### config.mk
export PLATFORM = sky130hd
export DESIGN_NAME = debouncer_multi_flat
export DESIGN_NICKNAME = d
export VERILOG_FILES = /design/src/rtl/debouncer_multi_if.sv /design/src/rtl/debouncer_multi.sv /design/src/flat_wrapper.sv
export SDC_FILE = /design/constraint.sdc
export NUM_CORES = 1
export LEC_CHECK = 0
export ABC_AREA = 1
export CAP_MARGIN = 20
export CORE_MARGIN = 10
export CORE_UTILIZATION = 60
export CTS_CLUSTER_SIZE = 14
export DETAILED_ROUTE_END_ITERATION = 7
export GPL_TIMING_DRIVEN = 0
export PLACE_DENSITY = 0.83
export SLEW_MARGIN = 5
export SYNTH_ARGS = -nofsm -noshare
export SYNTH_HDL_FRONTEND = slang
export SYNTH_SLANG_ARGS = --single-unit
### constraint.sdc
create_clock -name clk -period 2.9 [get_ports clk]
set_clock_uncertainty 0.15 [all_clocks]
set_input_delay 0.29 -clock clk [delete_from_list [all_inputs] [get_ports clk]]
set_output_delay 0.29 -clock clk [all_outputs]
set_load 0.005 [all_outputs]
### src/rtl/debouncer_multi_if.sv
// -----------------------------------------------------------------------------
// debouncer_multi_if
// Bundles the raw button inputs and the cleaned outputs of debouncer_multi.
//   master : drives btn, observes the debounced outputs (board side / bench)
//   slave  : the debouncer itself
// Signals (all N bits wide, one bit per channel):
//   btn           raw asynchronous button inputs
//   btn_db        debounced level
//   press_pulse   1-cycle pulse when btn_db rises
//   release_pulse 1-cycle pulse when btn_db falls
//   long_pulse    1-cycle pulse when the long-press threshold is reached
// -----------------------------------------------------------------------------
interface debouncer_multi_if #(
  parameter int N = 4
);
  logic [N-1:0] btn;
  logic [N-1:0] btn_db;
  logic [N-1:0] press_pulse;
  logic [N-1:0] release_pulse;
  logic [N-1:0] long_pulse;

  modport master (
    output btn,
    input  btn_db, press_pulse, release_pulse, long_pulse
  );

  modport slave (
    input  btn,
    output btn_db, press_pulse, release_pulse, long_pulse
  );
endinterface

### src/rtl/debouncer_multi.sv
// -----------------------------------------------------------------------------
// debouncer_multi
// N independent push-button debouncers. Each channel has a 2-flop input
// synchroniser, a LOW/RISE/HIGH/FALL debounce FSM with its own counter, and
// registered level / press / release / long-press outputs.
// Ports:
//   clk  rising-edge clock
//   rst  asynchronous, active-high reset
//   bus  debouncer_multi_if.slave (btn in; btn_db, press_pulse,
//        release_pulse, long_pulse out)
// Parameters:
//   N           number of channels (>=1)
//   DB_CYCLES   stable synchronised cycles needed to accept a change (>=1)
//   RELEASE_DB  1 = debounce release as well, 0 = accept release at once
//   LONG_CYCLES cycles btn_db must stay high before long_pulse; 0 = off
// -----------------------------------------------------------------------------
module debouncer_multi #(
  parameter int N           = 4,
  parameter int DB_CYCLES   = 16,
  parameter int RELEASE_DB  = 1,
  parameter int LONG_CYCLES = 0
) (
  input  logic              clk,
  input  logic              rst,
  debouncer_multi_if.slave  bus
);

  localparam int MAX_CYCLES = (DB_CYCLES > LONG_CYCLES) ? DB_CYCLES : LONG_CYCLES;
  localparam int CW         = $clog2(MAX_CYCLES + 1);

  localparam logic [CW-1:0] DB_LAST   = CW'(DB_CYCLES - 1);
  localparam logic [CW-1:0] LONG_SAT  = CW'(LONG_CYCLES);
  // Only meaningful when LONG_CYCLES > 0; every use is guarded by that test.
  localparam logic [CW-1:0] LONG_LAST = CW'(LONG_CYCLES - 1);

  typedef enum logic [1:0] {
    S_LOW  = 2'd0,
    S_RISE = 2'd1,
    S_HIGH = 2'd2,
    S_FALL = 2'd3
  } state_t;

  for (genvar i = 0; i < N; i++) begin : g_ch
    logic [1:0]    sync;
    logic          btn_s;
    state_t        state,  state_nxt;
    logic [CW-1:0] cnt,    cnt_nxt;
    logic          db,     db_nxt;
    logic          press,  press_nxt;
    logic          rel,    rel_nxt;
    logic          lng,    lng_nxt;

    // NOTE: the synchroniser flops are reset too, so a button held during
    // reset is seen as a fresh press afterwards instead of a stale level.
    always_ff @(posedge clk or posedge rst) begin
      if (rst) begin
        sync <= '0;
      end else begin
        sync <= {sync[0], bus.btn[i]};
      end
    end

    assign btn_s = sync[1];

    // NOTE: state registers use non-blocking assignments so every flop in
    // the design updates from the same pre-edge values.
    always_ff @(posedge clk or posedge rst) begin
      if (rst) begin
        state <= S_LOW;
        cnt   <= '0;
        db    <= 1'b0;
        press <= 1'b0;
        rel   <= 1'b0;
        lng   <= 1'b0;
      end else begin
        state <= state_nxt;
        cnt   <= cnt_nxt;
        db    <= db_nxt;
        press <= press_nxt;
        rel   <= rel_nxt;
        lng   <= lng_nxt;
      end
    end

    // NOTE: every output of this block gets a default first, so no path
    // through the case statement can leave a value unassigned (no latches).
    always_comb begin
      state_nxt = state;
      cnt_nxt   = cnt;
      db_nxt    = db;
      press_nxt = 1'b0;
      rel_nxt   = 1'b0;
      lng_nxt   = 1'b0;

      case (state)
        S_LOW: begin
          db_nxt  = 1'b0;
          cnt_nxt = '0;
          if (btn_s) state_nxt = S_RISE;
        end

        S_RISE: begin
          if (!btn_s) begin
            // Bounce: drop back silently, counter restarts on next entry.
            state_nxt = S_LOW;
            cnt_nxt   = '0;
          end else if (cnt == DB_LAST) begin
            state_nxt = S_HIGH;
            db_nxt    = 1'b1;
            press_nxt = 1'b1;
            cnt_nxt   = '0;
          end else begin
            cnt_nxt = cnt + 1'b1;
          end
        end

        S_HIGH: begin
          // Release wins over a long-press firing in the same cycle.
          if (!btn_s) begin
            cnt_nxt = '0;
            if (RELEASE_DB != 0) begin
              state_nxt = S_FALL;
            end else begin
              state_nxt = S_LOW;
              db_nxt    = 1'b0;
              rel_nxt   = 1'b1;
            end
          end else if (LONG_CYCLES > 0) begin
            // Counter parks at LONG_CYCLES after firing: one pulse per press.
            if (cnt == LONG_LAST) begin
              lng_nxt = 1'b1;
              cnt_nxt = LONG_SAT;
            end else if (cnt < LONG_LAST) begin
              cnt_nxt = cnt + 1'b1;
            end
          end
        end

        S_FALL: begin
          if (btn_s) begin
            // Returning to HIGH saturated cancels any pending long-press.
            state_nxt = S_HIGH;
            cnt_nxt   = LONG_SAT;
          end else if (cnt == DB_LAST) begin
            state_nxt = S_LOW;
            db_nxt    = 1'b0;
            rel_nxt   = 1'b1;
            cnt_nxt   = '0;
          end else begin
            cnt_nxt = cnt + 1'b1;
          end
        end

        default: begin
          state_nxt = S_LOW;
          cnt_nxt   = '0;
          db_nxt    = 1'b0;
        end
      endcase
    end

    assign bus.btn_db[i]        = db;
    assign bus.press_pulse[i]   = press;
    assign bus.release_pulse[i] = rel;
    assign bus.long_pulse[i]    = lng;
  end

endmodule

### src/flat_wrapper.sv
// flat-port wrapper written by rule: the top's interface ports become plain ports
module debouncer_multi_flat 
#(
  parameter int N           = 4,
  parameter int DB_CYCLES   = 16,
  parameter int RELEASE_DB  = 1,
  parameter int LONG_CYCLES = 0
)
  (clk, rst, bus_btn, bus_btn_db, bus_press_pulse, bus_release_pulse, bus_long_pulse);
  debouncer_multi_if #(.N(N)) bus_i ();
  input  logic clk;
  input  logic rst;
  input wire logic [$bits(bus_i.btn)-1:0] bus_btn;
  output wire logic [$bits(bus_i.btn_db)-1:0] bus_btn_db;
  output wire logic [$bits(bus_i.press_pulse)-1:0] bus_press_pulse;
  output wire logic [$bits(bus_i.release_pulse)-1:0] bus_release_pulse;
  output wire logic [$bits(bus_i.long_pulse)-1:0] bus_long_pulse;
  assign bus_i.btn = bus_btn;
  assign bus_btn_db = bus_i.btn_db;
  assign bus_press_pulse = bus_i.press_pulse;
  assign bus_release_pulse = bus_i.release_pulse;
  assign bus_long_pulse = bus_i.long_pulse;
  debouncer_multi #(.N(N), .DB_CYCLES(DB_CYCLES), .RELEASE_DB(RELEASE_DB), .LONG_CYCLES(LONG_CYCLES)) u_core (.clk(clk), .rst(rst), .bus(bus_i));
endmodule
== Yosys cells after proc, flatten, opt, wreduce, memory -nomap -nowiden ==
Cells that the tools add are included.
Cells by class
  add/subtract/negate cells: 4
  equal/unequal tests: 48
  mux-type cells: 88
  bitwise gates (word level): 4
  reductions and logical operators: 12
Operators with widths (number)
  $mux 5: 16
  $pmux 5 s4: 4
  $mux 2: 24
  $mux 1: 36
  $ne 2x1->1 const B: 16
  $pmux 2 s4: 4
  $add 5x1->5 const B: 4
  $eq 5x4->1 const B: 4
  $reduce_and 5->1: 4
  $eq 2x2->1 const B: 8
  $ne 2x2->1 const B: 8
  $reduce_and 4->1: 4
  $ne 3x1->1 const B: 4
  $ne 3x3->1 const B: 4
  $pmux 1 s3: 4
  $eq 2x1->1 const B: 4
  $logic_not 2->1: 4
  $not 1->1: 4
Storage, ports and cells
  register bits: 48
  input port bits: 6
  output and inout bits: 16
  word-level logic and storage cells: 180

== Logic depth before layout (Yosys ltp) ==
Gate-level depths: netlist of the first run.
  depth in word-level cells: 4
  gate-level depth with buffers: 7
  mapped depth without buffers: 7

== Worst setup path after synthesis of the first run ==
OpenSTA, ideal clock, no wires.
  path kind: register -> register
  from: register u_core.g_ch[0].cnt[0]
  to: register (tool-made name)
  setup time: 0.117 ns
  data arrival time: 0.991 ns
  required time: 2.633 ns
  setup slack: 1.642 ns
  stages on the path, launching flop included: 7
  path buffers: 0
  period minus slack after synthesis: 1.258 ns
  path through: dfrtp_1 -> ha_1 -> nand4_4 -> nand2_2 -> nand2_1 -> nand2_1 -> nand2_1
RTL lines
  from (decl): line debouncer_multi.sv:47  | logic [CW-1:0] cnt, cnt_nxt;
  from (signal assigned): line debouncer_multi.sv:77  | cnt <= cnt_nxt;

== Worst setup path after layout of the first run ==
  from: register u_core.g_ch[3].db
  to: output port bus_btn_db[3]
RTL lines
  from (decl): line debouncer_multi.sv:48  | logic db, db_nxt;
  from (signal assigned): line debouncer_multi.sv:78  | db <= db_nxt;
  to (decl): line flat_wrapper.sv:14  | output wire logic [$bits(bus_i.btn_db)-1:0] bus_btn_db;
No word-level cell between the ends.

==> key figures, run 1 <==
Power and ir drop
  • Clock Power Share: 0.306
  • NetSw: 0.354 mW
  • Power Dens Cells: 501 mW/mm^2
  • Combinational share of power: 0.127
  • Leak pwr: 1.33 nW
  • P_int: 0.961 mW
  • Sequential share of power: 0.568
  • Peak VDD IR: 0.000398 V
  • Net Sw Frac: 0.269

Clock network
  • Post-CTS Setup Repair Bufs: 0
  • CTS root buffer: clkbuf_8
  • H-Tree Depth: 2
  • TritonCTS clock tree: built
  • Resize count post-CTS: 0
  • TritonCTS Buffers: 5
  • CTS max path bufs: 2
  • Worst-path clk slew: 80 ps
  • Worst skew pair latency: 290 ps
  • Clock sink count: 48
  • Cts hold-fix bufs: 0

Critical path
  • Setup crit start kind: register
  • Reg-to-Reg Start: u_core.g_ch[3].cnt[0]
  • Critical R2R Capture: u_core.g_ch[3].db
  • WP depth: 2
  • CP max FO: 2
  • Critical path capture point type: primary output
  • Crit Path Class: reg -> out
  • Cell Chain, Critical Path: buf_4, clkdlybuf4s50_1
  • Crit path arrival time: 1240 ps
  • Worst Path Buf+Inv: 2
  • R2R Setup Slk: 1530 ps
  • Crit path max-delay cell type: clkdlybuf4s50_1
  • Largest stage delay, worst path: 430 ps
  • Critical Path RT: 2460 ps
  • Top delay family on crit path: buffers and inverters
  • Worst Reg-to-Reg Cells: 7

Worst hold path
  • Hold Crit Class: in -> async

Drt
  • DR vias: 1,609
  • First DRT Iteration DRCs: 126
  • # DRC: 0
  • Pre-antenna DRT Iters: 4
  • Routed len/inst: 11.8 um
  • Routed WL: 3820 um
  • Detail Route Antenna Nets: 0
  • Via density per instance: 4.98

Layout
  • Layout cells sized above 1: 0.182
  • Ant diodes: 0
  • Post-layout nets: 284
  • P&R area growth vs syn: 15.5%
  • Finished Core Util: 0.716

Placement
  • PortBufs: 17
  • Placed wire-length estimate: 2890 um
  • GPL Wtd Cong: 0.827

STA
  • Pins over their slew limit: 0
  • # setup viols final: 0
  • F_max: 0.594 GHz
  • Period Utilization, post-route: 0.581
  • Setup TNS: 0 ps
  • Fin. Hold Viols: 0
  • RSZ-0062 raised after global routing: no
  • Period minus WS final: 1680 ps

Floorplan
  • Initial Utilization: 0.620
  • Io pins: 22
  • Die Area: 0.00665 mm^2
  • Die width: 81.5 um
  • Row count: 22
  • Core area: 0.00366 mm^2
  • Die Height: 81.5 um

Logic synthesis
  • Seq/Total Area, Yosys: 0.529
  • Flops & latches, synth: 48
  • Cell area after synthesis: 0.00227 mm^2
  • Ys Warns: 0
  • Post-synthesis cell type count: 31
  • Mean Syn Cell Area: 9.23 um^2
  • Mapped Cells: 246

Global routing
  • First-pass GRT wire length: 6630 um
  • GR Overflow Total: 0
  • Largest net degree at the start of global routing: 35
  • Initial antenna violation count: 0
  • Vias in the first global route: 1,625
  • Total GRT Usage: 0.127

Outcome
  • Outcome: complete, no violations

Flow run
  • Max-Cap Viols: 0
==> worst max-delay path by stage <==
stage	endpoint	slack (ps)	start
after floorplan	async pin	1320	rst
after global placement	u_core.g_ch[2].sync[1]	460	rst
after detailed placement	bus_btn_db[3]	1520	u_core.g_ch[3].db
after CTS	bus_btn_db[2]	1190	u_core.g_ch[2].db
after global routing	bus_btn_db[3]	1150	u_core.g_ch[3].db
final	bus_btn_db[3]	1220	u_core.g_ch[3].db
==> sequential cells by signal, summed over array words and instances, names as in the netlist, named ones only <==
| name | count |
|---|---|
| u_core.g_ch.sync | 8 |
| u_core.g_ch.rel | 4 |
| u_core.g_ch.state | 4 |
| u_core.g_ch.press | 4 |
| u_core.g_ch.cnt | 20 |
| u_core.g_ch.db | 4 |
==> Yosys cell counts, drive strengths merged <==
cell type | instances | area, um^2
conb | 1 | 3.75
a22oi | 1 | 7.51
buf | 16 | 120
mux2i | 1 | 10.0
dfrtp | 48 | 1200
inv | 36 | 135
ha | 4 | 50.1
o21a | 2 | 15.0
nand3 | 22 | 150
nor3 | 1 | 5.00
clkinv | 1 | 3.75
nor2 | 23 | 106
o21ai | 16 | 83.8
nor4 | 1 | 6.26
nand2 | 54 | 218
o22ai | 1 | 6.26
nand4 | 7 | 65.1
o21bai | 1 | 7.51
a21oi | 4 | 23.8
xnor2 | 4 | 35.0
xor2 | 2 | 17.5
==> power by group through the flow <==
stage	registers, mW	logic [mW]	clock network (mW)
6_report	0.747	0.167	0.402
5_1_grt	0.752	0.195	0.447
2_1_floorplan	0.751	0.130	0
3_3_place_gp	0.757	0.156	0
4_1_cts	0.746	0.170	0.418
3_5_place_dp	0.759	0.168	0
==> cell usage in the layout, fill, tap and decap left out <==
cell	count
buf_12	1
mux2i_1	1
nand3_1	14
nor4_1	1
nand4_1	5
a22oi_1	1
nand4_2	1
o22ai_1	1
nor2_1	17
nor3_1	1
clkdlybuf4s50_1	17
nand2_2	6
clkbuf_8	6
nand2_1	48
conb_1	4
nand3_2	8
nor2_2	5
dfrtp_1	48
o21ai_1	4
o21ai_0	11
o21bai_1	1
xor2_1	2
a21oi_2	1
clkbuf_1	2
o21ai_2	1
o21a_1	2
xnor2_1	4
inv_1	33
nor2_4	1
buf_4	16
clkinv_1	1
a21oi_1	3
ha_1	4
inv_2	3
nand4_4	1
==> logic make-up after synthesis <==
logic type | count (synthesis) | synth area share
adder cells (fa/ha/maj) | 4 | 0.0220
AND/OR/NAND/NOR | 108 | 0.242
XOR/XNOR | 6 | 0.0231
other | 1 | 0.00165
multiplexers | 1 | 0.00441
buffers and inverters | 53 | 0.114
AO/OA/AOI/OAI | 25 | 0.0634
flip-flops | 48 | 0.529
==> layout make-up <==
cell class                 instances  area, um^2
clock buffer                       8        90.1
multi-input combinational        148         822
fill                             289        1040
inverter                          37         139
buffer                            16         120
timing repair buffer              18         190
tap                               48        60.1
sequential                        48        1200
==> metrics by stage <==
step	power, mW	hold slack [ps]	std cells	area, um^2	setup WS [ps]
floorplan	0.882	171	249	2280	1320
global placement	0.913	182	314	2510	459
detailed placement	0.926	186	315	2530	1520
CTS	1.33	126	323	2620	1190
global route	1.39	138	323	2620	1150
finish	1.31	123	323	2620	1220
==> routing by layer <==
metal	part of all wire	vias up	GRT usage
met3	0.054	5	0.0349
met2	0.52	27	0.227
met1	0.41	762	0.137
met4	0.017	0	0.0571
met5	0	-	0
li1	-	815	-
No activity file was read; power rests on OpenSTA's default activity.
==> run 2, diff against run 1 <==
--- a/config.mk
+++ b/config.mk
@@ -8,11 +8,11 @@
 export ABC_AREA = 1
 export CAP_MARGIN = 20
 export CORE_MARGIN = 10
-export CORE_UTILIZATION = 60
+export CORE_UTILIZATION = 56
 export CTS_CLUSTER_SIZE = 14
 export DETAILED_ROUTE_END_ITERATION = 7
 export GPL_TIMING_DRIVEN = 0
-export PLACE_DENSITY = 0.83
+export PLACE_DENSITY = 0.78
 export SLEW_MARGIN = 5
 export SYNTH_ARGS = -nofsm -noshare
 export SYNTH_HDL_FRONTEND = slang
==> constraint.sdc (replaced) <==
create_clock -name clk -period 1.55 [get_ports clk]
set_clock_uncertainty 0.15 [all_clocks]
set_input_delay 0.155 -clock clk [delete_from_list [all_inputs] [get_ports clk]]
set_output_delay 0.155 -clock clk [all_outputs]
set_load 0.005 [all_outputs]
==> run 2 against run 1 <==
Sequential share of layout area fell by 0.84 points; utilization fell by 4.4 points; worst setup slack got worse by 1200 ps; total power rose by 89%; combinational power rose by 86%; first-iteration DRC count fell by 28%; die area rose by 5.4%; sequential cell count did not move; routed wire length fell by 4.5%; final cell count rose by 1.5%; clock power rose by 94%.
==> key figures, run 2 (synthesized netlist as in run 1, its figures left out) <==
Worst hold path
  • Worst Hold Launch: bus_btn[1]
  • Worst Hold Path EP: u_core.g_ch[1].sync[0]
  • Hold Path Depth: 1
  • Hold Crit Class: in -> reg

Layout
  • Largest reg by FF count: u_core.g_ch.cnt
  • Ant diodes: 0
  • Layout cells sized above 1: 0.198
  • P&R area growth vs syn: 17.6%
  • Post-layout nets: 288
  • Max reg flops: 20
  • Final non-filler cell total: 328
  • Most frequent cells in the layout: nand2_1 (48), dfrtp_1 (48), inv_1 (33)
  • Top flop regs: u_core.g_ch.cnt x20, u_core.g_ch.sync x8

Placement
  • PortBufs: 17
  • Placed wire-length estimate: 2710 um
  • GPL Wtd Cong: 0.796
  • Place WS: 165 ps
  • DP Cell Count: 317

STA
  • F_max: 0.659 GHz
  • Setup TNS: 0 ps
  • Period Utilization, post-route: 0.979
  • Period minus WS final: 1520 ps
  • Fin. Hold Viols: 0
  • WHS: 144 ps
  • Setup slack after layout: 32.4 ps
  • # setup viols final: 0
  • RSZ-0062 raised after global routing: no
  • Pins over their slew limit: 0

Power and ir drop
  • Power Dens Cells: 930 mW/mm^2
  • Leak pwr: 1.49 nW
  • Total power: 2.49 mW
  • NetSw: 0.653 mW
  • P_int: 1.83 mW
  • Clock Power Share: 0.313
  • Combinational share of power: 0.125
  • Peak VDD IR: 0.000674 V
  • Sequential share of power: 0.562
  • Net Sw Frac: 0.263

Critical path
  • R2R Setup Slk: 160 ps
  • Top delay family on crit path: buffers and inverters
  • WP depth: 2
  • Reg-to-Reg Start: u_core.g_ch[0].cnt[0]
  • Critical path capture point type: primary output
  • Crit path arrival time: 1210 ps
  • Critical path origin: u_core.g_ch[0].rel
  • Crit path max-delay cell type: clkdlybuf4s50_1
  • Critical Path RT: 1240 ps
  • Worst Path Buf+Inv: 2
  • CP max FO: 1
  • Largest stage delay, worst path: 440 ps
  • Worst Reg-to-Reg Cells: 6
  • Crit Path Class: reg -> out
  • Setup crit start kind: register
  • Cell Chain, Critical Path: buf_4, clkdlybuf4s50_1

Flow run
  • Max-Cap Viols: 0

Drt
  • Pre-antenna DRT Iters: 4
  • First DRT Iteration DRCs: 91
  • Detail Route Antenna Nets: 0
  • DR vias: 1,616
  • Routed WL: 3650 um
  • Routed len/inst: 11.1 um
  • Via density per instance: 4.93
  • # DRC: 0

Clock network
  • H-Tree Depth: 2
  • Worst skew pair latency: 290 ps
  • TritonCTS clock tree: built
  • CTS root buffer: clkbuf_8
  • TritonCTS Buffers: 5
  • Worst-path clk slew: 80 ps
  • CTS max path bufs: 2
  • Clock sink count: 48

Global routing
  • Total GRT Usage: 0.108
  • Largest net degree at the start of global routing: 36
  • GR Overflow Total: 0
  • Vias in the first global route: 1,592
  • Initial antenna violation count: 0
  • First-pass GRT wire length: 6610 um

Floorplan
  • Die Area: 0.00700 mm^2
  • Initial Utilization: 0.572
  • Die width: 83.7 um
  • Core area: 0.00397 mm^2
  • Io pins: 22
  • Die Height: 83.7 um
  • Row count: 23

Outcome
  • Outcome: complete, no violations
## run 2: area by class of cell
cell class              count  area (um^2)
multi-input cells         148          822
fillers                   310         1300
plain buffers              16          120
clock buffers               7         96.3
flip-flops and latches     48         1200
repair buffers             22          230
inverters                  37          139
well taps                  50         62.6
## run 2: worst register-to-register path, cell delays in order, from the launching register on
cell and delay [ps]:
dfrtp_1 400, ha_1 270, nand4_4 160, nand2_2 140
nand2_1 60, nand2_1 60, nand2_1 50
## run 2: power groups by stage
stage | combinational, mW | sequential, mW | clock [mW]
6_report | 0.311 | 1.40 | 0.778
5_1_grt | 0.362 | 1.41 | 0.839
4_1_cts | 0.317 | 1.40 | 0.807
3_5_place_dp | 0.312 | 1.42 | 0
3_3_place_gp | 0.295 | 1.42 | 0
2_1_floorplan | 0.244 | 1.41 | 0
## run 2: metrics by stage
step                instance area (um^2)   util
floorplan                           2280      -
finish                              2670  0.673
detailed placement                  2530  0.638
global route                        2670  0.673
global placement                    2510  0.633
CTS                                 2650  0.668
## run 2: per-layer routing
metal  GRT usage  wire (um)
met1       0.117       1560
met2       0.194       1890
met3      0.0400        168
met4      0.0274         24
met5           0          0
## run 2: worst max-delay path by stage
stage	slack (ps)	end
2_1_floorplan	100	async pin
3_3_place_gp	-800	u_core.g_ch[1].cnt[3]
3_5_place_dp	170	register
4_1_cts	2	bus_btn_db[3]
5_1_grt	2	bus_release_pulse[0]
6_report	30	bus_release_pulse[0]
## run 2: repair_timing
item,4_1_cts,5_1_grt
setup endpoints to repair,5,7
hold endpoints to repair,13,0
setup buffers,2,1
gates resized for setup,4,7
hold buffers,1,0
==> run 3, diff against run 2 <==
--- a/config.mk
+++ b/config.mk
@@ -13,6 +13,7 @@
 export DETAILED_ROUTE_END_ITERATION = 7
 export GPL_TIMING_DRIVEN = 0
 export PLACE_DENSITY = 0.78
+export RECOVER_POWER = 25
 export SLEW_MARGIN = 5
 export SYNTH_ARGS = -nofsm -noshare
 export SYNTH_HDL_FRONTEND = slang
==> run 3 against run 2 <==
Non-clock buffer count is the same; first-iteration DRC count shrank 3.3%; count of clock-buffer cells in the layout is the same; via count is essentially flat; register-to-register slack is essentially flat; global-route usage is the same; critical path depth is the same; critical endpoint unchanged.
==> key figures, run 3 (synthesized netlist as in run 1, its figures left out) <==
Layout
  • Reg area: 0.00120 mm^2
  • P&R area growth vs syn: 17.1%
  • Layout cells sized above 1: 0.187
  • Most frequent cells in the layout: nand2_1 (48), dfrtp_1 (48), inv_1 (34)
  • Largest reg by FF count: u_core.g_ch.cnt
  • Top flop regs: u_core.g_ch.cnt x20, u_core.g_ch.sync x8
  • Final non-filler cell total: 328
  • Fill count: 313
  • Area of the multi-input gates: 811 um^2
  • Max reg flops: 20
  • Post-layout nets: 288
  • Ant diodes: 0

Floorplan
  • Row count: 23
  • Die Height: 83.7 um
  • Initial Utilization: 0.572
  • Die Area: 0.00700 mm^2
  • Io pins: 22
  • Die width: 83.7 um
  • Core area: 0.00397 mm^2

Critical path
  • Reg-to-Reg Start: u_core.g_ch[1].cnt[0]
  • WP depth: 2
  • CP max FO: 1
  • Top delay family on crit path: buffers and inverters
  • Crit path arrival time: 1210 ps
  • Crit path max-delay cell type: clkdlybuf4s50_1
  • Critical Path RT: 1240 ps
  • Largest stage delay, worst path: 440 ps
  • R2R Setup Slk: 150 ps
  • Critical path capture point type: primary output
  • Crit Path Class: reg -> out
  • Setup crit start kind: register
  • Cell Chain, Critical Path: buf_4, clkdlybuf4s50_1
  • Worst Reg-to-Reg Cells: 5
  • Worst Path Buf+Inv: 2

Power and ir drop
  • Combinational share of power: 0.124
  • Total power: 2.48 mW
  • Clock Power Share: 0.314
  • Sequential share of power: 0.563
  • Net Sw Frac: 0.263
  • Leak pwr: 1.47 nW
  • NetSw: 0.652 mW
  • Power Dens Cells: 933 mW/mm^2
  • P_int: 1.83 mW
  • Peak VDD IR: 0.000674 V

Drt
  • First DRT Iteration DRCs: 88
  • Routed len/inst: 11.2 um
  • Detail Route Antenna Nets: 0
  • Routed WL: 3660 um
  • # DRC: 0
  • DR vias: 1,617
  • Pre-antenna DRT Iters: 4
  • Via density per instance: 4.93

Clock network
  • Worst skew pair latency: 290 ps
  • H-Tree Depth: 2
  • CTS root buffer: clkbuf_8
  • TritonCTS Buffers: 5
  • Worst-path clk slew: 80 ps
  • TritonCTS clock tree: built
  • Clock sink count: 48
  • CTS max path bufs: 2

Placement
  • GPL Wtd Cong: 0.796
  • DP Cell Count: 317
  • PortBufs: 17
  • Placed wire-length estimate: 2710 um

STA
  • Period minus WS final: 1520 ps
  • Fin. Hold Viols: 0
  • RSZ-0062 raised after global routing: no
  • # setup viols final: 0
  • Pins over their slew limit: 0
  • F_max: 0.659 GHz
  • Setup TNS: 0 ps
  • Period Utilization, post-route: 0.979

Global routing
  • GR Overflow Total: 0
  • Largest net degree at the start of global routing: 36
  • First-pass GRT wire length: 6610 um
  • Initial antenna violation count: 0
  • Total GRT Usage: 0.108
  • Vias in the first global route: 1,592

Flow run
  • Max-Cap Viols: 0

Worst hold path
  • Hold Crit Class: reg -> reg
  • Worst Hold Launch: u_core.g_ch[0].sync[0]
  • Worst Hold Path EP: u_core.g_ch[0].sync[1]
  • Hold Path Depth: 0

Outcome
  • Outcome: complete, no violations
[run 3: cell types whose count changed in the layout (fill, tap and decap cells not counted)]
cell and delta:
clkdlybuf4s50_1 -5, dlygate4sd3_1 +5, inv_1 +1, inv_2 -1
nand3_1 +1, nand3_2 -1, nand4_1 +1, nand4_2 -1
[run 3: worst max-delay path by stage]
| stage | start | to | slack, ps |
|---|---|---|---|
| 6_report | u_core.g_ch[0].rel | bus_release_pulse[0] | 30 |
| 5_1_grt | u_core.g_ch[0].rel | bus_release_pulse[0] | 2 |
| 4_1_cts | u_core.g_ch[3].db | bus_btn_db[3] | 2 |
| 3_5_place_dp | u_core.g_ch[0].cnt[0] | register | 170 |
| 3_3_place_gp | rst | u_core.g_ch[1].cnt[3] | -800 |
| 2_1_floorplan | rst | async pin | 100 |
[run 3: through the flow]
| stage | cell area, um^2 | utilization | setup WS [ps] | hold slack [ps] |
|---|---|---|---|---|
| after floorplan | 2280 | - | 101 | 36.4 |
| after global placement | 2510 | 0.633 | -797 | 182 |
| after detailed placement | 2530 | 0.638 | 165 | 186 |
| after CTS | 2650 | 0.668 | 1.93 | 137 |
| after global routing | 2660 | 0.670 | 2.02 | 209 |
| final | 2660 | 0.670 | 32.4 | 203 |
[run 3: worst register-to-register path, cell delays in order (launching register included)]
cell	delay, ps
dfrtp_1	400
ha_1	220
nand4_1	230
nor2_2	190
nand2_1	70
o21ai_0	70
[run 3: power groups by stage]
stage | registers [mW] | clock network (mW) | logic (mW)
floorplan | 1.41 | 0 | 0.244
global placement | 1.42 | 0 | 0.295
detailed placement | 1.42 | 0 | 0.312
CTS | 1.40 | 0.807 | 0.317
global route | 1.41 | 0.839 | 0.359
finish | 1.40 | 0.778 | 0.307
[run 3: cell type report]
type | count | area share
Timing Repair Buffer | 22 | 0.0865
Clock buffer | 7 | 0.0362
Tap cell | 50 | 0.0235
Buffer | 16 | 0.0452
Multi-Input combinational cell | 148 | 0.305
Inverter | 37 | 0.0522
Sequential cell | 48 | 0.452
[run 3: what timing repair did]
action	CTS	global route
pin swaps	0	0
endpoints found under the setup margin	5	7
gates resized for setup	4	7
hold buffers	1	0
buffers inserted	2	1
endpoints found under the hold margin	13	0
[run 3: per-layer routing]
metal	routed length (um)	global-route usage
met1	1580	0.117
met2	1900	0.194
met3	165	0.0400
met4	24	0.0274
met5	0	0
